<file path="src/rtl/alm_pkg.sv">
// Shared definitions for the pipelined set-one-adder logarithmic multiplier:
// width derivations, parameter legality and the bit-exact reference model.
package alm_pkg;

  function automatic int alm_kw(input int width);
    return $clog2(width) + 1;
  endfunction

  function automatic int alm_k(input int width, input int w);
    return width - 1 - w;
  endfunction

  function automatic bit alm_params_ok(input int width, input int w);
    return (width == 8 || width == 16 || width == 32) && (w >= 1) && (w <= width - 3);
  endfunction

  // Arithmetic description of the approximation, written without the
  // hardware's shifter structure; the product is zero-extended to 64 bits.
  function automatic logic [63:0] alm_soa_ref(input logic [31:0] a, input logic [31:0] b,
                                              input logic sgn, input int width, input int w);
    logic [63:0] mask, oa, ob, fa, fb, sla, slb, sum, mant, prod;
    logic        sa, sb;
    int          ka, kb, kf, ks;
    kf   = width - 1 - w;
    mask = (64'd1 << width) - 64'd1;
    oa   = {32'd0, a} & mask;
    ob   = {32'd0, b} & mask;
    sa   = sgn & oa[width-1];
    sb   = sgn & ob[width-1];
    fa   = sa ? (~oa & mask) : oa;
    fb   = sb ? (~ob & mask) : ob;
    ka   = 0;
    kb   = 0;
    for (int i = 0; i < width; i++) begin
      if (fa[i]) ka = i;
      if (fb[i]) kb = i;
    end
    fa   = fa & ~(64'd1 << ka);
    fb   = fb & ~(64'd1 << kb);
    sla  = (fa << (width - 1 - ka)) >> (w - 1);
    slb  = (fb << (width - 1 - kb)) >> (w - 1);
    sum  = (sla >> 1) + (slb >> 1) + (sla & slb & 64'd1);
    ks   = ka + kb + int'(sum >> kf);
    mant = (64'd1 << (width - 1)) | ((sum & ((64'd1 << kf) - 64'd1)) << w)
         | ((64'd1 << w) - 64'd1);
    prod = (ks >= width - 1) ? (mant << (ks - (width - 1))) : (mant >> (width - 1 - ks));
    if (oa == 64'd0 || ob == 64'd0) return 64'd0;
    if (sa ^ sb) prod = ~prod & ((64'd1 << (2 * width)) - 64'd1);
    return prod;
  endfunction

endpackage

</file>
<file path="src/rtl/alm_log_encode.sv">
// Combinational log encoder: one's-complement magnitude, leading-one index
// and the left-aligned K+1-bit fraction slice below the leading one.
module alm_log_encode
  import alm_pkg::*;
#(
  parameter int  WIDTH = 16,
  parameter int  W     = 11,
  localparam int KW    = alm_kw(WIDTH),
  localparam int K     = alm_k(WIDTH, W)
) (
  input  logic [WIDTH-1:0] operand,
  input  logic             in_signed,
  output logic [KW-1:0]    k,
  output logic [K:0]       frac,
  output logic             s,
  output logic             z
);

  logic [WIDTH-1:0] m;
  logic [KW-1:0]    shamt;

  always_comb begin
    s = in_signed & operand[WIDTH-1];
    m = operand ^ {WIDTH{s}};
    z = (operand == '0);
    k = '0;
    for (int i = 0; i < WIDTH; i++) begin
      if (m[i]) k = KW'(i);
    end
    // Leading one lands at the MSB and is truncated away; m = 0 yields zero.
    shamt = KW'(WIDTH - 1) - k;
    frac  = (K + 1)'((m << shamt) >> (W - 1));
  end

endmodule

</file>
<file path="src/rtl/alm_soa_pipe.sv">
// Three-stage ALM-SOA approximate multiplier with valid/ready streaming and
// a single global enable so stalls freeze every stage, bubbles included.
module alm_soa_pipe
  import alm_pkg::*;
#(
  parameter int  WIDTH = 16,
  parameter int  W     = 11,
  localparam int KW    = alm_kw(WIDTH),
  localparam int K     = alm_k(WIDTH, W)
) (
  input  logic                 clk,
  input  logic                 rst,
  input  logic                 in_valid,
  output logic                 in_ready,
  input  logic                 in_signed,
  input  logic [WIDTH-1:0]     x,
  input  logic [WIDTH-1:0]     y,
  output logic                 out_valid,
  input  logic                 out_ready,
  output logic [2*WIDTH-1:0]   p
);

  if (!alm_params_ok(WIDTH, W)) begin : g_param_check
    $error("alm_soa_pipe: illegal parameters WIDTH=%0d W=%0d", WIDTH, W);
  end

  logic en;
  logic vld_p1_d, vld_p1_q, vld_p2_d, vld_p2_q, vld_p3_d, vld_p3_q;

  logic [KW-1:0] kx_p1_d, ky_p1_d, kx_p1_q, ky_p1_q;
  logic [K:0]    fx_p1_d, fy_p1_d, fx_p1_q, fy_p1_q;
  logic          sx_p1_d, sy_p1_d, sx_p1_q, sy_p1_q;
  logic          zx_p1_d, zy_p1_d, zx_p1_q, zy_p1_q;

  logic [K:0]    fadd;
  logic [KW-1:0] ksum_p2_d, ksum_p2_q;
  logic [K-1:0]  fhi_p2_d, fhi_p2_q;
  logic          sgn_p2_d, sgn_p2_q, zero_p2_d, zero_p2_q;

  logic [WIDTH-1:0]   mant;
  logic [2*WIDTH-1:0] mag;
  logic [2*WIDTH-1:0] p_p3_d, p_p3_q;

  assign en        = ~vld_p3_q | out_ready;
  assign in_ready  = en;
  assign out_valid = vld_p3_q;
  assign p         = vld_p3_q ? p_p3_q : '0;

  always_comb begin
    vld_p1_d = en ? in_valid : vld_p1_q;
    vld_p2_d = en ? vld_p1_q : vld_p2_q;
    vld_p3_d = en ? vld_p2_q : vld_p3_q;
  end

  always_ff @(posedge clk or posedge rst) begin
    if (rst) begin
      vld_p1_q <= 1'b0;
      vld_p2_q <= 1'b0;
      vld_p3_q <= 1'b0;
    end else begin
      vld_p1_q <= vld_p1_d;
      vld_p2_q <= vld_p2_d;
      vld_p3_q <= vld_p3_d;
    end
  end

  // S1: log encode both operands
  alm_log_encode #(.WIDTH(WIDTH), .W(W)) u_enc_x (
    .operand(x), .in_signed(in_signed), .k(kx_p1_d), .frac(fx_p1_d), .s(sx_p1_d), .z(zx_p1_d)
  );

  alm_log_encode #(.WIDTH(WIDTH), .W(W)) u_enc_y (
    .operand(y), .in_signed(in_signed), .k(ky_p1_d), .frac(fy_p1_d), .s(sy_p1_d), .z(zy_p1_d)
  );

  // S2: set-one adder; the dropped LSB pair becomes the carry-in
  always_comb begin
    fadd      = {1'b0, fx_p1_q[K:1]} + {1'b0, fy_p1_q[K:1]}
              + (K + 1)'(fx_p1_q[0] & fy_p1_q[0]);
    fhi_p2_d  = fadd[K-1:0];
    ksum_p2_d = kx_p1_q + ky_p1_q + KW'(fadd[K]);
    sgn_p2_d  = sx_p1_q ^ sy_p1_q;
    zero_p2_d = zx_p1_q | zy_p1_q;
  end

  // S3: antilog shift and one's-complement sign application
  always_comb begin
    mant = {1'b1, fhi_p2_q, {W{1'b1}}};
    if (ksum_p2_q >= KW'(WIDTH - 1)) begin
      mag = {{WIDTH{1'b0}}, mant} << (ksum_p2_q - KW'(WIDTH - 1));
    end else begin
      mag = {{WIDTH{1'b0}}, mant} >> (KW'(WIDTH - 1) - ksum_p2_q);
    end
    p_p3_d = zero_p2_q ? '0 : (mag ^ {2*WIDTH{sgn_p2_q}});
  end

  always_ff @(posedge clk) begin
    if (en) begin
      kx_p1_q   <= kx_p1_d;
      ky_p1_q   <= ky_p1_d;
      fx_p1_q   <= fx_p1_d;
      fy_p1_q   <= fy_p1_d;
      sx_p1_q   <= sx_p1_d;
      sy_p1_q   <= sy_p1_d;
      zx_p1_q   <= zx_p1_d;
      zy_p1_q   <= zy_p1_d;
      ksum_p2_q <= ksum_p2_d;
      fhi_p2_q  <= fhi_p2_d;
      sgn_p2_q  <= sgn_p2_d;
      zero_p2_q <= zero_p2_d;
      p_p3_q    <= p_p3_d;
    end
  end

endmodule

</file>
<file path="config.mk">
export PLATFORM = sky130hd
export DESIGN_NAME = alm_soa_pipe
export DESIGN_NICKNAME = d
export VERILOG_FILES = /design/src/rtl/alm_pkg.sv /design/src/rtl/alm_log_encode.sv /design/src/rtl/alm_soa_pipe.sv
export SDC_FILE = /design/constraint.sdc
export NUM_CORES = 1
export LEC_CHECK = 0
export ABC_CLOCK_PERIOD_IN_PS = 7600
export CAP_MARGIN = 10
export CORE_MARGIN = 1.5
export CORE_UTILIZATION = 51
export CTS_BUF_LIST = sky130_fd_sc_hd__clkbuf_16
export CTS_CLUSTER_DIAMETER = 40
export DETAILED_ROUTE_END_ITERATION = 16
export HOLD_SLACK_MARGIN = 0.05
export PLACE_DENSITY = 0.7
export RECOVER_POWER = 25
export SYNTH_ARGS = -nofsm -noshare
export SYNTH_HDL_FRONTEND = slang
export SYNTH_SLANG_ARGS = --single-unit
</file>
<file path="constraint.sdc">
create_clock -name clk -period 7.6 [get_ports clk]
set_input_delay 1.14 -clock clk [delete_from_list [all_inputs] [get_ports clk]]
set_output_delay 1.14 -clock clk [all_outputs]
set_load 0.005 [all_outputs]
</file>
## Word level (Yosys, flattened, before mapping)

Index checks and enable logic that the tools add are counted.
Widths: inputs -> output; s select.

- Add/sub/neg operators: 8
- Multiply operators: 0
- Div/mod/pow operators: 0
- Order comparisons: 1
- Equal/unequal tests: 0
- Shift-type cells: 4
- Multiplexer cells: 32
- Bitwise gates (word level): 10
- Reduce and logical (&&, ||, !) cells: 2

Operators with widths:

| cell | count |
|---|---|
| $mux 5 | 28 |
| $mux 32 | 2 |
| $logic_not 16->1 | 2 |
| $shl 16x5->15 | 2 |
| $shl 16x5->32 | 1 |
| $shr 16x5->32 | 1 |
| $xor 16x16->16 | 2 |
| $xor 32x32->32 | 1 |
| $sub 4x5->5 const A | 3 |
| $add 5x1->5 | 2 |
| $add 4x4->5 | 1 |
| $add 5x5->5 | 1 |
| $ge 5x4->1 const B | 1 |
| $sub 5x4->5 const B | 1 |
| $and 1x1->1 | 3 |
| $mux 1 | 2 |
| $or 1x1->1 | 2 |
| $not 1->1 | 1 |
| $xor 1x1->1 | 1 |

- Register bits after elaboration: 70
- Bits in latches: 0
- Bits in writable memories: 0
- Bits in read-only memories: 0
- Bits of input ports: 37
- Output and inout port bits: 34
- Word-level logic and storage cells: 73
- Memories kept: 0

## Longest topological paths before layout

Gate-level depths: netlist of run 1.

- Word-level depth: 19
- Mapped depth: 13
- Gate-level depth less buffers: 11

## Hierarchy

From an unflattened synthesis of run 1, not the netlist that was laid out.

- Cell total of the unflattened synthesis: 924
- Area, all modules: 7,544.7 sq um

By module, submodules not included:

| module | instances | cells each | area an instance (sq um) | seq. area each (sq um) |
|---|---|---|---|---|
| alm_soa_pipe | 1 | 402 | 4,481.8 | 2,087.0 |
| alm_log_encode | 2 | 261 | 1,531.5 | 0.0 |

## Worst setup path after synthesis of run 1

Ideal clock, no wire load.

- Path kind: input to output
- Start point: input port out_ready
- End point: output port in_ready
- Data arrival time: 2,836 ps
- Data required time: 6,460 ps
- Path slack: 3,624 ps
- Cell stages on the path: 1
- Buffers on the path: 0
- Cells stage by stage: nand2b_1

- Word-level cells in the longest chain between the ends: 1

RTL lines:

| what | line | text |
|---|---|---|
| start, declared | alm_soa_pipe.sv:19 | `input logic out_ready,` |
| $or 1x1->1 | alm_soa_pipe.sv:44 | `assign en = ~vld_p3_q \| out_ready;` |
| end, declared | alm_soa_pipe.sv:14 | `output logic in_ready,` |

No other way between the ends.

## Worst setup path after layout of run 1

- Start point: input port in_signed
- End point: register fx_p1_q[0] (data pin)

- Word-level cells in the longest chain between the ends: 19

RTL lines:

| what | line | text |
|---|---|---|
| start, declared | alm_soa_pipe.sv:15 | `input logic in_signed,` |
| $and 1x1->1 (*) | alm_log_encode.sv:23 | `s = in_signed & operand[WIDTH-1];` |
| $xor 16x16->16 (*) | alm_log_encode.sv:24 | `m = operand ^ {WIDTH{s}};` |
| $mux 1 | alm_log_encode.sv:28 | `if (m[i]) k = KW'(i);` |
| $mux 5 (14 in series) | alm_log_encode.sv:28 |  |
| $sub 4x5->5 | alm_log_encode.sv:31 | `shamt = KW'(WIDTH - 1) - k;` |
| $shl 16x5->15 (*) | alm_log_encode.sv:32 | `frac = (K + 1)'((m << shamt) >> (W - 1));` |
| via fx_p1_d[0] | alm_soa_pipe.sv:31 | `logic [K:0] fx_p1_d, fy_p1_d, fx_p1_q, fy_p1_q;` |
| end signal, assigned | alm_soa_pipe.sv:101 | `fx_p1_q <= fx_p1_d;` |
| end, declared | alm_soa_pipe.sv:31 |  |

The timed path passes the listed nets; every way through them passes the cells marked *.
A chain may end at the register's enable or synchronous reset.

==> impl_metrics.toml, run 1 <==
[run_status]
outcome = "completed"

[setup_path]
critPathArrivalTime_ns = 5.12
worstPathRequired_ns = 7.68
crit_fanout = 20
start_kind = "primary input"
critPathCaptureType = "register"
critPathKind = "primary input to register"
worstRegToRegCells = 10

[sta]
rsz0062_at_grt = "false"
fin_skew_ns = 0.00814
fmax_mhz = 198
setup_tns_ns = 0
worst_slew_pin_slew_ns = 1.07
drv_slew = 0
slew_headroom_pct = 28.9
finalCriticalPeriod_ns = 5.04
hold_viol = 0
setup_viol = 0
period_share_pct = 66.3

[drt]
remaining_drc_errors = 0
vias_per_cell = 6.06
vias = 5922
drt_iter0_markers = 338
wl_met2_mm = 8.22
met3_length_um = 805
top_layer_used = "met4"
first_pass_iters = 6
wirelength_mm = 15.9
wl_met1_mm = 6.37
ant_nets = 0
wl_per_cell_um = 16.3

[floorplan]
num_rows = 41
ios = 71
core_area_sq_um = 12600
die_w_um = 116
dieArea_sq_um = 13500
start_util_pct = 52.1
die_y_um = 116

[clock_tree]
clk_latency_ns = 0.34
postCtsHoldBufs = 0
cts_sinks = 68
cts_tree = "built"
clkTransAtPathRegs_ns = 0.05
cts_resized = 0
htree_levels = 3
cts_buffer_depth = 2
numCtsBuffers = 9
post-cts-setup-buffer-count = 0
clockRootBuffer = "clkbuf_16"

[place]
portBuffers = 70
gp_congestion = 0.955
hpwl_mm = 11.5

[global_route]
grtUsageTotal_pct = 24.1
antenna_found_initial = 0
grt_start_max_net_pins = 70
grt_pass1_vias = 5412
grt_first_pass_wirelength_mm = 25.9
overflow = 0

[pwr]
vdd_ir_drop_max_v = 0.000138
power_density_nw_per_um2 = 325
power.leakage_nw = 2.79

[synthesis]
avgSynthCellArea_sq_um = 8.40
synth-adder-area-share_pct = 3.51
ys_ff_latch = 68
synth_xor_area_share_pct = 6.55
synth-edff-count = 65
synth_common_cells = "nor2_1 (93), edfxtp_1 (65), nand2_1 (60), a21oi_1 (56)"
ys.flop_type = "edfxtp_1"
synth.top_cell.area_share_pct = 29.8
syn_area_sq_um = 6550
yosys.area.top_type = "edfxtp_1"
syn_nets = 833
yosysSeqAreaShare_pct = 30.9
yosysMostFrequentCell = "nor2_1"
postSynthCellCount = 780
synth_cell_types = 84
synth_top_family_by_area = "compound AO/OA/AOI/OAI gates"
postSynth.asyncResetShare_pct = 4.41
yosys_warnings = 0
synth_mux_area_share_pct = 7.51
synth_compound_area_share_pct = 22.6
synthTopCellsByArea = "edfxtp_1 (30%), mux2i_1 (6.0%), nor2_1 (5.3%)"
synthSimpleGateAreaFrac_pct = 22.5

[min_path]
min_path_type = "register to register"
holdPathStages = 1

[finish]
layout.nets = 854
drive_gt1_share_pct = 7.20
antenna_cells = 0
postLayoutCoreUtil_pct = 59.8
area.growth.synth_to_final_pct = 14.7

[job]
max_cap_viol_count = 0
## critical path: stages
cell and delay (ns):
clkdlybuf4s50_1 0.93, nand2_2 0.31, inv_2 0.39, and3_1 0.27, o32ai_4 0.12, a211oi_4 0.78
mux2i_1 0.17, a221oi_1 0.47, mux2i_1 0.17, a221oi_2 0.27, nand2_1 0.08
## kinds of logic after synthesis
logic type | count (synthesis)
AND/OR/NAND/NOR | 298
flip-flops | 68
multiplexers | 48
XOR/XNOR | 49
buffers and inverters | 93
AO/OA/AOI/OAI | 208
adder cells (fa/ha/maj) | 16
## registers in the layout, summed over array words and instances, names as in the netlist, 4 cells and up
name / cells
ky_p1_q: 4
fhi_p2_q: 4
kx_p1_q: 4
ksum_p2_q: 5
p_p3_q: 32
fy_p1_q: 5
fx_p1_q: 5
## layout by cell type, fill, tap and decap left out, types with 4 or more instances in the layout
cell type and count:
mux2i_1 39, and3_1 8, or2_2 5, nor4_1 6, xor2_1 20, clkbuf_16 9
a221oi_1 7, a32oi_1 4, edfxtp_1 65, a22oi_1 7, xnor2_1 29, mux2_2 9
or3_1 11, ha_1 12, a21o_1 7, o21a_1 4, nand2b_1 7, nor3_1 18
o22ai_1 17, o21ai_0 35, clkdlybuf4s50_1 68, a21oi_1 56, fa_1 4, nor2_1 93
nand4_1 6, o21ai_1 4, o211ai_1 6, clkinv_1 4, buf_4 6, nand3_1 20
a211oi_1 7, nor2b_1 11, a31oi_1 5, nand2_1 60, inv_2 4, and2_1 35
inv_1 22
## per-stage QoR
step           cells  area (sq um)  setup WS, ns  hold slack [ns]  power, mW
2_1_floorplan    780          6550          3.62            0.430       1.62
3_5_place_dp     961          7200          2.28            0.461       2.00
6_report         978          7520          2.56            0.475       2.44
4_1_cts          977          7510          2.64            0.477       2.44
3_3_place_gp     961          7200          2.44            0.437       1.98
5_1_grt          978          7520          2.28            0.508       2.63
## where the power goes
group | total [mW] | internal [mW] | switching [mW]
registers | 0.707 | 0.600 | 0.107
clock network | 0.431 | 0.283 | 0.148
logic | 1.30 | 0.585 | 0.719
## layout make-up
class,instances,area (sq um)
clock buffer,9,225
clock inverter,7,85.1
tap,172,215
multi-input combinational,619,4120
sequential,68,2030
timing repair buffer,76,746
fill,1128,5050
inverter,27,101
## metal layers
layer	vias up	global-route usage, %
li1	2899	-
met5	-	0
met1	2750	28.0
met4	0	11.0
met3	40	3.11
met2	233	44.2
## path summary, 6_finish.rpt
check	from	end	slack (ns)
worst min register to register	vld_p2_q	out_valid	0.48
min in group asynchronous	rst	vld_p1_q	1.11
max in group asynchronous	rst	vld_p2_q	6.36
worst max register to register	ksum_p2_q[0]	p_p3_q[24]	3.96
worst min-delay path	vld_p2_q	out_valid	0.48
worst max-delay path	in_signed	fx_p1_q[0]	2.56
(Power assumes the default switching activity.)
==> run 2: changes to the inputs <==
--- a/config.mk
+++ b/config.mk
@@ -5,7 +5,7 @@
 export SDC_FILE = /design/constraint.sdc
 export NUM_CORES = 1
 export LEC_CHECK = 0
-export ABC_CLOCK_PERIOD_IN_PS = 7600
+export ABC_CLOCK_PERIOD_IN_PS = 4250
 export CAP_MARGIN = 10
 export CORE_MARGIN = 1.5
 export CORE_UTILIZATION = 51
@@ -13,7 +13,7 @@
 export CTS_CLUSTER_DIAMETER = 40
 export DETAILED_ROUTE_END_ITERATION = 16
 export HOLD_SLACK_MARGIN = 0.05
-export PLACE_DENSITY = 0.7
+export PLACE_DENSITY = 0.73
 export RECOVER_POWER = 25
 export SYNTH_ARGS = -nofsm -noshare
 export SYNTH_HDL_FRONTEND = slang
==> constraint.sdc (replaced) <==
create_clock -name clk -period 4.25 [get_ports clk]
set_input_delay 0.6375 -clock clk [delete_from_list [all_inputs] [get_ports clk]]
set_output_delay 0.6375 -clock clk [all_outputs]
set_load 0.005 [all_outputs]
==> impl_metrics.toml, run 2 (synthesized netlist as in run 1, its figures left out) <==
[place]
hpwl_mm = 12.1
dp.cells = 978
gp_congestion = 0.963
portBuffers = 70

[pwr]
p_sw_mw = 1.76
power.leakage_nw = 2.85
intPower_mw = 2.60
power_frac_clock_pct = 16.4
switching_share_pct = 40.4
comb_power_share_pct = 54.9
vdd_ir_drop_max_v = 0.000275
power_frac_seq_pct = 28.7
power_density_nw_per_um2 = 572

[floorplan]
die_y_um = 116
core_area_sq_um = 12600
ios = 71
start_util_pct = 52.1
die_w_um = 116
num_rows = 41
dieArea_sq_um = 13500

[clock_tree]
clkTransAtPathRegs_ns = 0.05
postCtsHoldBufs = 0
htree_levels = 3
clockRootBuffer = "clkbuf_16"
clk_latency_ns = 0.33
post-cts-setup-buffer-count = 0
cts_sinks = 68
numCtsBuffers = 9
cts_tree = "built"
cts_buffer_depth = 2
cts_resized = 0

[drt]
ant_nets = 0
met3_length_um = 839
vias = 6006
wirelength_mm = 16.2
vias_per_cell = 6.04
first_pass_iters = 5
remaining_drc_errors = 0
wl_per_cell_um = 16.2
top_layer_used = "met4"
wl_met2_mm = 8.25
drt_iter0_markers = 408
wl_met1_mm = 6.48

[sta]
worst_slew_pin_slew_ns = 1.61
rsz0062_at_grt = "false"
drv_slew = 69
setup_viol = 0
finalCriticalPeriod_ns = 3.78
fmax_mhz = 264
setup_tns_ns = 0
period_share_pct = 89.0
hold_viol = 0
fin_skew_ns = 0.00826
slew_headroom_pct = -7.34

[finish]
drive_gt1_share_pct = 8.99
layout.nets = 871
final_cell_mix = "nor2_1 (93), clkdlybuf4s50_1 (67), edfxtp_1 (65), nand2_1 (60), a21oi_1 (56)"
layout_commonest_cell = "nor2_1"
largest_register = "p_p3_q"
antenna_cells = 0
instances_no_fill = 995
area.growth.synth_to_final_pct = 16.2
postLayoutCoreUtil_pct = 60.6
largest_reg_flops = 32

[setup_path]
crit_fanout = 14
critPathKind = "primary input to register"
critPathArrivalTime_ns = 3.90
worstPathRequired_ns = 4.36
critPathCaptureType = "register"
start_kind = "primary input"

[global_route]
grt_start_max_net_pins = 69
grt_pass1_vias = 5446
grt_first_pass_wirelength_mm = 25.7
overflow = 0
grtUsageTotal_pct = 24.0
antenna_found_initial = 0

[min_path]
min_path_type = "register to register"

[run_status]
outcome = "finished, violations left"
violations = "capacitance limit, slew limit"

[job]
max_cap_viol_count = 1
## run 2: cell types whose count changed in the layout (fill, tap and decap cells not counted)
cell             previous run  this run
clkbuf_1                    0         1
clkdlybuf4s50_1            68        67
dlygate4sd3_1               2         3
clkinv_1                    4         6
clkinv_2                    1         2
bufinv_16                   2         1
inv_1                      22        20
clkbuf_2                    0         1
buf_4                       6        21
## run 2: layout make-up
type	instances	area, sq um
Fill cell	1134	4960
Multi-Input combinational cell	619	4120
Sequential cell	68	2030
Timing Repair Buffer	93	867
Clock buffer	9	225
Tap cell	172	215
Inverter	27	101
Clock inverter	7	60.1
## run 2: power groups by stage
stage                     logic, mW  clock network, mW  registers, mW
after floorplan                1.74                  0           1.15
after global placement         2.31                  0           1.25
after detailed placement       2.36                  0           1.26
after CTS                      2.37              0.724           1.25
after global routing           2.65              0.756           1.29
final                          2.39              0.714           1.25
## run 2: path summary, 6_finish.rpt
check | slack, ns | startpoint | cells after the start | to
worst max-delay path | 0.47 | in_signed | 10 | fy_p1_q[3]
worst min-delay path | 0.48 | vld_p2_q | 1 | out_valid
worst max register to register | 1.04 | ksum_p2_q[1] | 9 | p_p3_q[23]
worst min register to register | 0.48 | vld_p2_q | 1 | out_valid
max in group asynchronous | 3.51 | rst | 2 | vld_p2_q
min in group asynchronous | 0.61 | rst | 2 | vld_p1_q
## run 2: stage by stage
step                setup slack [ns]  power, mW  cell area [sq um]  hold slack [ns]
floorplan                       1.25       2.89               6550            0.391
finish                         0.466       4.36               7610            0.477
CTS                            0.693       4.35               7610            0.475
global placement               0.476       3.56               7330            0.439
detailed placement             0.333       3.62               7330            0.472
global route                   0.333       4.69               7610            0.512
## run 2: critical path, stage by stage
cell,delay [ns]
dlygate4sd3_1,0.71
nand2_4,0.15
inv_2,0.18
clkbuf_1,0.66
o22ai_1,0.25
a21oi_1,0.33
inv_1,0.22
nor2_1,0.26
a2111oi_0,0.17
a21oi_1,0.32
## run 2: layer usage
metal	up-vias	track usage [%]
met1	2791	27.0
met4	0	11.6
met5	-	0
met2	250	44.5
li1	2918	-
met3	47	3.11
==> run 3: changes to the inputs <==
--- a/config.mk
+++ b/config.mk
@@ -7,13 +7,15 @@
 export LEC_CHECK = 0
 export ABC_CLOCK_PERIOD_IN_PS = 4250
 export CAP_MARGIN = 10
+export CELL_PAD_IN_SITES_DETAIL_PLACEMENT = 1
+export CELL_PAD_IN_SITES_GLOBAL_PLACEMENT = 2
 export CORE_MARGIN = 1.5
-export CORE_UTILIZATION = 51
+export CORE_UTILIZATION = 32
 export CTS_BUF_LIST = sky130_fd_sc_hd__clkbuf_16
 export CTS_CLUSTER_DIAMETER = 40
 export DETAILED_ROUTE_END_ITERATION = 16
 export HOLD_SLACK_MARGIN = 0.05
-export PLACE_DENSITY = 0.73
+export PLACE_DENSITY = 0.75
 export RECOVER_POWER = 25
 export SYNTH_ARGS = -nofsm -noshare
 export SYNTH_HDL_FRONTEND = slang
==> impl_metrics.toml, run 3 (synthesized netlist as in run 1, its figures left out) <==
[sta]
fmax_mhz = 261
finalCriticalPeriod_ns = 3.83
fin_skew_ns = 0.0126
setup_tns_ns = 0
setup_viol = 0
rsz0062_at_grt = "false"
worst_slew_pin_slew_ns = 1.68
fin_ws_ns = 0.419
hold_viol = 0
drv_slew = 69
period_share_pct = 90.1
slew_headroom_pct = -12.2
hold_slack_ns = 0.481

[floorplan]
dieArea_sq_um = 21300
num_rows = 52
die_w_um = 146
start_util_pct = 32.5
ios = 71
core_area_sq_um = 20200
die_y_um = 146

[setup_path]
critPathArrivalTime_ns = 3.92
critPathCaptureType = "register"
crit_fanout = 17
start_kind = "primary input"
critPathKind = "primary input to register"
worstPathRequired_ns = 4.33

[clock_tree]
htree_levels = 3
cts_buffer_depth = 2
clkTransAtPathRegs_ns = 0.06
postCtsHoldBufs = 0
post-cts-setup-buffer-count = 0
cts_sinks = 68
clockRootBuffer = "clkbuf_16"
cts_resized = 0
numCtsBuffers = 9
cts_tree = "built"
clk_latency_ns = 0.35

[pwr]
intPower_mw = 2.74
total_power_mw = 4.58
power_frac_seq_pct = 27.1
p_sw_mw = 1.85
comb_power_share_pct = 54.1
power_density_nw_per_um2 = 589
power_frac_clock_pct = 18.8
power.leakage_nw = 2.87
vdd_ir_drop_max_v = 0.000223
switching_share_pct = 40.3

[place]
dpl_cell_area_sq_um = 7450
pre_cts_slack_ns = 0.119
dp.cells = 1076
hpwl_mm = 14.7
gp_congestion = 0.831
portBuffers = 70

[finish]
largest_reg_flops = 32
instances_no_fill = 1092
postLayoutCoreUtil_pct = 38.6
layout_commonest_cell = "nor2_1"
layout.nets = 870
largest_register = "p_p3_q"
stdcell_area_sq_um = 7790
final_cell_mix = "nor2_1 (93), clkdlybuf4s50_1 (68), edfxtp_1 (65), nand2_1 (60), a21oi_1 (56)"
antenna_cells = 0
drive_gt1_share_pct = 9.25
area.growth.synth_to_final_pct = 18.9

[drt]
vias = 5926
drt_iter0_markers = 218
first_pass_iters = 4
wl_per_cell_um = 17.7
wirelength_mm = 19.3
remaining_drc_errors = 0
vias_per_cell = 5.43
ant_nets = 0

[global_route]
grt_first_pass_wirelength_mm = 32.0
overflow = 0
use_met3_pct = 2.25
use_met2_pct = 35.0
grt_start_max_net_pins = 69
gr-usage-met1_pct = 22.0
top_usage_layer = "met2"
antenna_found_initial = 0
grtUsageTotal_pct = 18.5
grt_pass1_vias = 6096

[min_path]
min_path_type = "register to register"

[run_status]
violations = "capacitance limit, slew limit"
outcome = "finished, violations left"

[job]
max_cap_viol_count = 1
run 3: changes by cell type in the layout (fill, tap and decap cells not counted):
| cell | delta |
|---|---|
| clkinvlp_4 | +3 |
| clkinv_1 | -2 |
| dlygate4sd3_1 | -1 |
| clkinv_2 | -2 |
| bufinv_16 | +2 |
| clkinv_4 | -1 |
| clkdlybuf4s50_1 | +1 |
| clkbuf_1 | -1 |
run 3: worst paths after layout:
check                      startpoint           end  slack (ns)  cells after the start
max                             y[15]    fy_p1_q[4]        0.42                     10
min                          vld_p2_q     out_valid        0.48                      1
max reg2reg                fy_p1_q[1]  ksum_p2_q[4]        1.31                     10
min reg2reg                  vld_p2_q     out_valid        0.48                      1
max in group asynchronous         rst      vld_p1_q        3.52                      2
min in group asynchronous         rst     out_valid        0.60                      2
run 3: power by group through the flow:
stage / clock (mW) / sequential (mW) / combinational (mW)
after floorplan: 0 / 1.15 / 1.74
after global routing: 0.913 / 1.29 / 2.76
after global placement: 0 / 1.25 / 2.44
after detailed placement: 0 / 1.26 / 2.49
final: 0.862 / 1.24 / 2.48
after CTS: 0.885 / 1.25 / 2.51
run 3: layer usage:
layer  vias to the layer above  wire length [um]
met2                        85             10200
met1                      2911              8470
met3                        18               406
met5                         -                 0
li1                       2912                 -
met4                         0               283
run 3: worst max-delay path, cell delays in order:
cell and delay (ns):
dlygate4sd3_1 0.84, buf_4 0.32, nand4_1 0.15, a31oi_1 0.21, a311oi_1 0.10, nor2_2 0.45
clkinv_1 0.41, o21ai_0 0.29, a21bo_2 0.24, a221o_1 0.26
run 3: final cells by class:
cell class / instances / area (sq um)
Fill cell: 2408 / 12400
Multi-Input combinational cell: 619 / 4120
Tap cell: 270 / 338
Timing Repair Buffer: 92 / 863
Clock inverter: 7 / 116
Inverter: 27 / 101
Clock buffer: 9 / 225
Sequential cell: 68 / 2030
